--- src/rtl/axi_lite_write_slave_if.sv ---
`default_nettype none
// ============================================================================
//  Module      : axi_lite_write_slave_if
//  Description : AXI4-Lite write-path bundle (AW, W and B channels).
//                The master modport drives AWVALID/AWADDR, WVALID/WDATA/WSTRB
//                and BREADY. The slave modport drives AWREADY, WREADY, BVALID
//                and BRESP.
//  Revision    : 1.0 - initial release
// ============================================================================
interface axi_lite_write_slave_if;
   logic        AWVALID;
   logic        AWREADY;
   logic [31:0] AWADDR;
   logic        WVALID;
   logic        WREADY;
   logic [31:0] WDATA;
   logic [3:0]  WSTRB;
   logic        BVALID;
   logic        BREADY;
   logic [1:0]  BRESP;

   modport master (
      output AWVALID, AWADDR, WVALID, WDATA, WSTRB, BREADY,
      input  AWREADY, WREADY, BVALID, BRESP
   );

   modport slave (
      input  AWVALID, AWADDR, WVALID, WDATA, WSTRB, BREADY,
      output AWREADY, WREADY, BVALID, BRESP
   );
endinterface
`default_nettype wire

--- src/rtl/axi_lite_write_slave.sv ---
`default_nettype none
// ============================================================================
//  Module      : axi_lite_write_slave
//  Description : AXI4-Lite write responder with a register file.
//                The AW and W beats are collected independently and in either
//                order. Once both are held, a byte-strobed write is performed
//                and B is returned. The registers are exported flat on
//                reg_out.
//  Ports       : ACLK     - clock, rising edge
//                ARESET   - asynchronous, active-low reset
//                s_axi    - AW/W/B channels (slave modport)
//                reg_out  - register k at [32k+31:32k]
//                wr_pulse - one-cycle strobe after an OKAY write
//                wr_index - register index written, valid with wr_pulse
//  Revision    : 1.0 - initial release
// ============================================================================
module axi_lite_write_slave #(
   parameter int NUM_REGS = 4,
   parameter int ADDR_LSB = 2
) (
   input  wire logic                        ACLK,
   input  wire logic                        ARESET,
   axi_lite_write_slave_if.slave            s_axi,
   output logic [NUM_REGS*32-1:0]           reg_out,
   output logic                             wr_pulse,
   output logic [$clog2(NUM_REGS)-1:0]      wr_index
);

   localparam int         c_IDX_W  = $clog2(NUM_REGS);
   localparam logic [1:0] c_OKAY   = 2'b00;
   localparam logic [1:0] c_SLVERR = 2'b10;

   typedef enum logic [0:0] {
      S_COLLECT = 1'b0,
      S_RESP    = 1'b1
   } state_t;

   state_t               r_state;
   state_t               w_state_next;

   logic                 r_aw_held;
   logic                 r_w_held;
   logic [31:0]          r_addr;
   logic [31:0]          r_data;
   logic [3:0]           r_strb;
   logic                 r_awready;
   logic                 r_wready;
   logic                 r_bvalid;
   logic [1:0]           r_bresp;
   logic                 r_wr_pulse;
   logic [c_IDX_W-1:0]   r_wr_index;
   logic [31:0]          r_regs [NUM_REGS];

   logic                 w_aw_hs;
   logic                 w_w_hs;
   logic                 w_do_write;
   logic                 w_b_done;
   logic                 w_awready_next;
   logic                 w_wready_next;
   logic [c_IDX_W-1:0]   w_idx;
   logic                 w_in_range;

   // Word index from the bits just above the byte offset. Any set bit above
   // the index field makes the access out of range.
   assign w_idx      = c_IDX_W'(r_addr >> ADDR_LSB);
   assign w_in_range = ((r_addr >> (ADDR_LSB + c_IDX_W)) == 32'd0);

   always_ff @(posedge ACLK or negedge ARESET) begin
      if (!ARESET) begin
         r_state <= S_COLLECT;
      end else begin
         r_state <= w_state_next;
      end
   end

   // The ready flags are registered. Their next values are computed here so
   // that READY never follows VALID combinationally.
   always_comb begin
      w_state_next   = r_state;
      w_aw_hs        = 1'b0;
      w_w_hs         = 1'b0;
      w_do_write     = 1'b0;
      w_b_done       = 1'b0;
      w_awready_next = 1'b0;
      w_wready_next  = 1'b0;
      case (r_state)
         S_COLLECT: begin
            if (r_aw_held && r_w_held) begin
               w_do_write   = 1'b1;
               w_state_next = S_RESP;
            end else begin
               w_aw_hs        = s_axi.AWVALID && r_awready;
               w_w_hs         = s_axi.WVALID && r_wready;
               w_awready_next = !(r_aw_held || w_aw_hs);
               w_wready_next  = !(r_w_held || w_w_hs);
            end
         end
         S_RESP: begin
            if (r_bvalid && s_axi.BREADY) begin
               w_b_done       = 1'b1;
               w_state_next   = S_COLLECT;
               w_awready_next = 1'b1;
               w_wready_next  = 1'b1;
            end
         end
         default: begin
            w_state_next = S_COLLECT;
         end
      endcase
   end

   always_ff @(posedge ACLK or negedge ARESET) begin
      if (!ARESET) begin
         r_aw_held  <= 1'b0;
         r_w_held   <= 1'b0;
         r_addr     <= '0;
         r_data     <= '0;
         r_strb     <= '0;
         r_awready  <= 1'b0;
         r_wready   <= 1'b0;
         r_bvalid   <= 1'b0;
         r_bresp    <= c_OKAY;
         r_wr_pulse <= 1'b0;
         r_wr_index <= '0;
         for (int k = 0; k < NUM_REGS; k++) begin
            r_regs[k] <= '0;
         end
      end else begin
         r_awready  <= w_awready_next;
         r_wready   <= w_wready_next;
         r_wr_pulse <= 1'b0;
         if (w_aw_hs) begin
            r_addr    <= s_axi.AWADDR;
            r_aw_held <= 1'b1;
         end
         if (w_w_hs) begin
            r_data   <= s_axi.WDATA;
            r_strb   <= s_axi.WSTRB;
            r_w_held <= 1'b1;
         end
         if (w_do_write) begin
            r_bvalid <= 1'b1;
            if (w_in_range) begin
               for (int b = 0; b < 4; b++) begin
                  if (r_strb[b]) begin
                     r_regs[w_idx][8*b +: 8] <= r_data[8*b +: 8];
                  end
               end
               r_bresp    <= c_OKAY;
               r_wr_pulse <= 1'b1;
               r_wr_index <= w_idx;
            end else begin
               r_bresp <= c_SLVERR;
            end
         end
         if (w_b_done) begin
            r_bvalid  <= 1'b0;
            r_aw_held <= 1'b0;
            r_w_held  <= 1'b0;
         end
      end
   end

   assign s_axi.AWREADY = r_awready;
   assign s_axi.WREADY  = r_wready;
   assign s_axi.BVALID  = r_bvalid;
   assign s_axi.BRESP   = r_bresp;
   assign wr_pulse      = r_wr_pulse;
   assign wr_index      = r_wr_index;

   for (genvar k = 0; k < NUM_REGS; k++) begin : g_reg_out
      assign reg_out[32*k +: 32] = r_regs[k];
   end

endmodule
`default_nettype wire

--- src/flat_wrapper.sv ---
// flat-port wrapper written by rule: the top's interface ports become plain ports
module axi_lite_write_slave_flat 
#(
   parameter int NUM_REGS = 4,
   parameter int ADDR_LSB = 2
)
  (ACLK, ARESET, reg_out, wr_pulse, wr_index, s_axi_AWVALID, s_axi_AWADDR, s_axi_WVALID, s_axi_WDATA, s_axi_WSTRB, s_axi_BREADY, s_axi_AWREADY, s_axi_WREADY, s_axi_BVALID, s_axi_BRESP);
  axi_lite_write_slave_if s_axi_i ();
  input  wire logic ACLK;
  input  wire logic ARESET;
  output logic [NUM_REGS*32-1:0] reg_out;
  output logic wr_pulse;
  output logic [$clog2(NUM_REGS)-1:0] wr_index;
  input wire logic [$bits(s_axi_i.AWVALID)-1:0] s_axi_AWVALID;
  input wire logic [$bits(s_axi_i.AWADDR)-1:0] s_axi_AWADDR;
  input wire logic [$bits(s_axi_i.WVALID)-1:0] s_axi_WVALID;
  input wire logic [$bits(s_axi_i.WDATA)-1:0] s_axi_WDATA;
  input wire logic [$bits(s_axi_i.WSTRB)-1:0] s_axi_WSTRB;
  input wire logic [$bits(s_axi_i.BREADY)-1:0] s_axi_BREADY;
  output wire logic [$bits(s_axi_i.AWREADY)-1:0] s_axi_AWREADY;
  output wire logic [$bits(s_axi_i.WREADY)-1:0] s_axi_WREADY;
  output wire logic [$bits(s_axi_i.BVALID)-1:0] s_axi_BVALID;
  output wire logic [$bits(s_axi_i.BRESP)-1:0] s_axi_BRESP;
  assign s_axi_i.AWVALID = s_axi_AWVALID;
  assign s_axi_i.AWADDR = s_axi_AWADDR;
  assign s_axi_i.WVALID = s_axi_WVALID;
  assign s_axi_i.WDATA = s_axi_WDATA;
  assign s_axi_i.WSTRB = s_axi_WSTRB;
  assign s_axi_i.BREADY = s_axi_BREADY;
  assign s_axi_AWREADY = s_axi_i.AWREADY;
  assign s_axi_WREADY = s_axi_i.WREADY;
  assign s_axi_BVALID = s_axi_i.BVALID;
  assign s_axi_BRESP = s_axi_i.BRESP;
  axi_lite_write_slave #(.NUM_REGS(NUM_REGS), .ADDR_LSB(ADDR_LSB)) u_core (.ACLK(ACLK), .ARESET(ARESET), .s_axi(s_axi_i), .reg_out(reg_out), .wr_pulse(wr_pulse), .wr_index(wr_index));
endmodule
--- config.mk ---
export PLATFORM = sky130hd
export DESIGN_NAME = axi_lite_write_slave_flat
export DESIGN_NICKNAME = d
export VERILOG_FILES = /design/src/rtl/axi_lite_write_slave_if.sv /design/src/rtl/axi_lite_write_slave.sv /design/src/flat_wrapper.sv
export SDC_FILE = /design/constraint.sdc
export NUM_CORES = 1
export LEC_CHECK = 0
export BUFFER_PORTS_ARGS = -buffer_cell sky130_fd_sc_hd__buf_2
export CAP_MARGIN = 20
export CORE_UTILIZATION = 40
export DETAILED_ROUTE_END_ITERATION = 10
export PLACE_DENSITY = 0.66
export SYNTH_ARGS = -nofsm -noshare
export SYNTH_HDL_FRONTEND = slang
export SYNTH_SLANG_ARGS = --single-unit
--- constraint.sdc ---
create_clock -name ACLK -period 2.2 [get_ports ACLK]
set_input_delay 0.44 -clock ACLK [delete_from_list [all_inputs] [get_ports ACLK]]
set_output_delay 0.44 -clock ACLK [all_outputs]
set_load 0.01 [all_outputs]
Word-level counts from Yosys, hierarchy flattened
Index checks and enable logic that the tools add are counted.
{"block": "word_totals", "ff_bits": 207, "latch_bits": 0, "ramBits": 0, "rom_bits": 0, "in_bits": 73, "word_cells": 79, "n_memories": 0}
{"block": "classes", "n_addsub": 0, "multipliers": 0, "n_div": 0, "magnitude_cmp": 2, "eq_ne": 0, "shift": 0, "muxes": 45, "bitwise_logic": 2, "reduce_logical": 14}
{"cell": "$mux 128", "count": 10}
{"cell": "$bwmux 128", "count": 4}
{"cell": "$demux 32 s2", "count": 4}
{"cell": "$logic_not 32->1", "count": 1}
{"cell": "$mux 32", "count": 1}
{"cell": "$mux 24", "count": 1}
{"cell": "$mux 1", "count": 19}
{"cell": "$mux 16", "count": 1}
{"cell": "$mux 8", "count": 1}
{"cell": "$pmux 1 s2", "count": 3}
{"cell": "$reduce_bool 2->1", "count": 3}
{"cell": "$logic_and 1x1->1", "count": 5}
{"cell": "$ge 3x3->1 const B", "count": 1}
{"cell": "$lt 3x1->1 const B", "count": 1}
{"cell": "$not 2->3", "count": 1}
{"cell": "$logic_not 1->1", "count": 2}
{"cell": "$logic_or 1x1->1", "count": 2}
{"cell": "$mux 2", "count": 1}
{"cell": "$reduce_and 2->1", "count": 1}
{"cell": "$not 1->1", "count": 1}

Longest topological paths before layout
{"block": "depth", "word_depth": 19, "depth_mapped": 6}

Worst setup path before layout
OpenSTA, ideal clock, no wires.
{"block": "synth_timing", "kind": "reg-to-reg", "from": "register u_core.r_addr[29]", "to": "register u_core.r_regs, in the netlist u_core.reg_out[24]", "arrival_ns": 2.059, "setup_slack_ns": 0.016, "stages_incl_launch_ff": 6, "path_buffers": 1, "path_cell_list": "dfrtp_1 nor4_1 nand4_2 buf_6 nor4_4 mux2_2"}
{"block": "synth_via", "elab_chain_len": 2}
{"element": "start, declared", "line": "axi_lite_write_slave.sv:43", "rtl": "logic [31:0] r_addr;"}
{"element": "start signal, assigned", "line": "axi_lite_write_slave.sv:133", "rtl": "r_addr <= s_axi.AWADDR;"}
{"element": "$logic_not 32->1", "line": "axi_lite_write_slave.sv:66", "rtl": "assign w_in_range = ((r_addr >> (ADDR_LSB + c_IDX_W)) == 32'd0);"}
{"element": "$reduce_and 2->1 (no source line)"}
{"element": "end signal, assigned by index", "line": "axi_lite_write_slave.sv:146", "rtl": "r_regs[w_idx][8*b +: 8] <= r_data[8*b +: 8];"}
{"element": "end, declared", "line": "axi_lite_write_slave.sv:52", "rtl": "logic [31:0] r_regs [NUM_REGS];"}
No other way between the ends.
A chain may end at the register's enable or synchronous reset.

Worst setup path after layout
{"block": "layout_timing", "from": "register u_core.r_addr[21]", "to": "register u_core.r_regs, in the netlist u_core.reg_out[107]"}
The elaborated chain is that of the path after synthesis.

==> results_dict.tcl <==
set metrics [dict create \
    worstSetupStartpointType "flip-flop" \
    drv_cap 0 \
    ys_seq_elements 204 \
    area_delta_synth_final_pct 31.1 \
    clock-sinks 204 \
    rsz0062_at_grt "true" \
    htreeDepth 1 \
    fin_skew_ns 0.0178 \
    p_leak_nw 5.46 \
    place_area_mm2 0.00953 \
    cp.arrival_ns 2.49 \
    synth_cells 468 \
    ys_seq_area_share_pct 65.0 \
    min_period_ns 2.12 \
    drc 0 \
    setup.worst_path.class "flip-flop to flip-flop" \
    drtIter0Drc 61 \
    r2r-start "u_core.r_addr[21]" \
    routed-via-count 4821 \
    die_y_um 142 \
    place_inst 949 \
    fp.dieW_um 142 \
    yosysWarningCount 0 \
    grt.total_usage_pct 17.9 \
    cts_buffer_depth 3 \
    coreArea_mm2 0.0190 \
    drive_above_1_share_pct 66.6 \
    worstRegToRegCells 6 \
    final_nets 787 \
    fin_util_pct 54.3 \
    irDropWorstVdd_v 0.000758 \
    synth_area_leaders "dfrtp_1, mux2_2, nor4_4, nor4_2, nor4_1" \
    overflow 0 \
    stdcell_count 986 \
    start_util_pct 41.4 \
    grt_max_degree 61 \
    yosysMostFrequentCell "dfrtp_1" \
    numCtsBuffers 22 \
    finalCritPeriodShare_pct 96.2 \
    async_flop_share_pct 100 \
    final_hold_viol_count 0 \
    path_clk_slew_ns 0.06 \
    regToRegSetupSlack_ns 0.08 \
    grt_pass1_vias 5252 \
    critPathCaptureType "flip-flop" \
    crit_fanout 17 \
    maxSlewViolCount 0 \
    yosys.area.top_type "dfrtp_1" \
    avgSynthCellArea_um2 16.8 \
    synth_top_cell_area_share_pct 65.0 \
    dpl.hpwl_um 12400 \
    routed_wl_um 17700 \
    ys_types 24 \
    synth_edf_count 0 \
    postRouteAntennaNets 0 \
    syn-num-nets 541 \
    status "finished, final reports clean" \
    routedWlPerCell_um 17.9 \
    place.gp.congestion 0.731 \
    clk-insertion-delay-late_ns 0.49 \
    antenna_found_initial 1 \
    cp.required_ns 2.57 \
    ioPinCount 209 \
    port_buffers 205 \
    root_buffer "clkbuf_16" \
    cts_tree "done" \
    r2r-end "u_core.reg_out[107]" \
    design_area_mm2 0.0103 \
    grt_pass1_wl_um 28200 \
    synth_flop_cell "dfrtp_1" \
    setup_violations 0 \
    maxClockFrequency_ghz 0.473 \
    first_pass_iters 4 \
    power_density_mw_per_mm2 942 \
    hold_class "input port to flip-flop" \
    setup.worst_path.end "u_core.reg_out[107]" \
    tns_ns 0 \
    die-area_mm2 0.0202 \
    synth_common_cells "dfrtp_1, mux2_2, nor4_4" \
    netlist_area_mm2 0.00785 \
    viasPerCell 4.89 \
    power.total_w 0.00969 \
    crit_start "u_core.r_addr[21]" \
    std_cell_rows 50 \
]
kinds of logic after synthesis:
kind of cell	count (synthesis)	synth area share, %
AOI/OAI and AO/OA	11	0.876
buffers and inverters	17	1.00
DFF	204	65.0
muxes	192	27.5
other	1	0.0478
and+or+nand+nor	43	5.53
worst max-delay path: stages, from the launching register on:
cell and delay, ns:
dfrtp_1 0.41, nor4_4 0.31, nand4_2 0.17, buf_12 0.22, nor4_2 0.28, buf_4 0.24, mux2_2 0.35
worst min-delay path by stage:
| stage | start | end | slack (ns) | depth (start not counted) |
|---|---|---|---|---|
| 2_1_floorplan | ARESET | u_core.r_addr[10] | 0.14 | 0 |
| 3_3_place_gp | ARESET | u_core.reg_out[116] | 0.45 | 1 |
| 3_5_place_dp | ARESET | u_core.reg_out[29] | 0.46 | 1 |
| 4_1_cts | s_axi_WSTRB[2] | u_core.r_strb[2] | 0.13 | 3 |
| 5_1_grt | s_axi_BREADY | u_core.s_axi.BVALID | 0.15 | 2 |
| 6_report | s_axi_BREADY | u_core.s_axi.BVALID | 0.15 | 2 |
layout by cell type (no fill, tap or decap), types with 2 or more instances in the layout:
| cell type | netlist | layout |
|---|---|---|
| a211o_1 | 2 | 2 |
| a21o_1 | 2 | 2 |
| a21oi_1 | 2 | 2 |
| buf_12 | 0 | 13 |
| buf_2 | 0 | 204 |
| buf_4 | 2 | 15 |
| clkbuf_1 | 6 | 4 |
| clkbuf_16 | 0 | 23 |
| clkbuf_8 | 0 | 6 |
| clkinv_2 | 0 | 2 |
| dfrtp_1 | 204 | 204 |
| inv_1 | 4 | 4 |
| mux2_2 | 192 | 192 |
| nand2_1 | 7 | 7 |
| nand2b_1 | 2 | 2 |
| nand4_2 | 2 | 2 |
| nor2_1 | 4 | 4 |
| nor4_2 | 7 | 12 |
| nor4_4 | 9 | 10 |
| o21ai_0 | 4 | 4 |
cell type report:
class | instances | area, µm²
clock inverters | 3 | 40.0
well taps | 260 | 325
repair buffers | 235 | 1430
clock buffers | 32 | 659
inverters | 4 | 15.0
flip-flops and latches | 204 | 5100
multi-input cells | 247 | 2720
fillers | 1590 | 8660
diodes | 1 | 2.50
power breakdown:
part | total [W] | internal (W) | leakage [nW] | switching (W)
combinational | 0.00119 | 0.000622 | 2.38 | 0.000563
sequential | 0.00496 | 0.00438 | 2.74 | 0.000573
clock | 0.00355 | 0.00217 | 0.346 | 0.00138
total | 0.00969 | 0.00718 | 5.46 | 0.00252
routing by layer:
metal / global-route usage [%] / vias up / share of wire, %
met4: 4.47 / 0 / 1.5
met5: 0 / - / 0
met3: 5.72 / 22 / 7.8
met2: 30.5 / 148 / 50
met1: 21.8 / 2459 / 41
li1: - / 2192 / -
timing repair:
action / 4_1_cts / 5_1_grt
endpoints found under the hold margin: 55 / 0
pin swaps: 0 / 1
hold buffers: 1 / 0
setup buffers: 0 / 0
setup endpoints to repair: 29 / 113
resized for setup: 2 / 6
registers in the layout (all words and copies together) (netlist names):
register              cells
u_core.wr_index           2
u_core.r_addr            30
u_core.r_data            32
u_core.s_axi.WREADY       1
u_core.r_aw_held          1
u_core.r_w_held           1
u_core.s_axi.BVALID       1
u_core.r_state            1
u_core.s_axi.BRESP        1
u_core.r_strb             4
u_core.wr_pulse           1
u_core.s_axi.AWREADY      1
u_core.reg_out          128
metrics by stage:
stage	hold slack, ns	setup slack (ns)
floorplan	0.144	0.0164
global placement	0.452	-0.00447
detailed placement	0.457	-0.0228
CTS	0.131	0.00902
global route	0.152	-0.0303
finish	0.155	0.0838
Power figures use the tool's default switching activity.
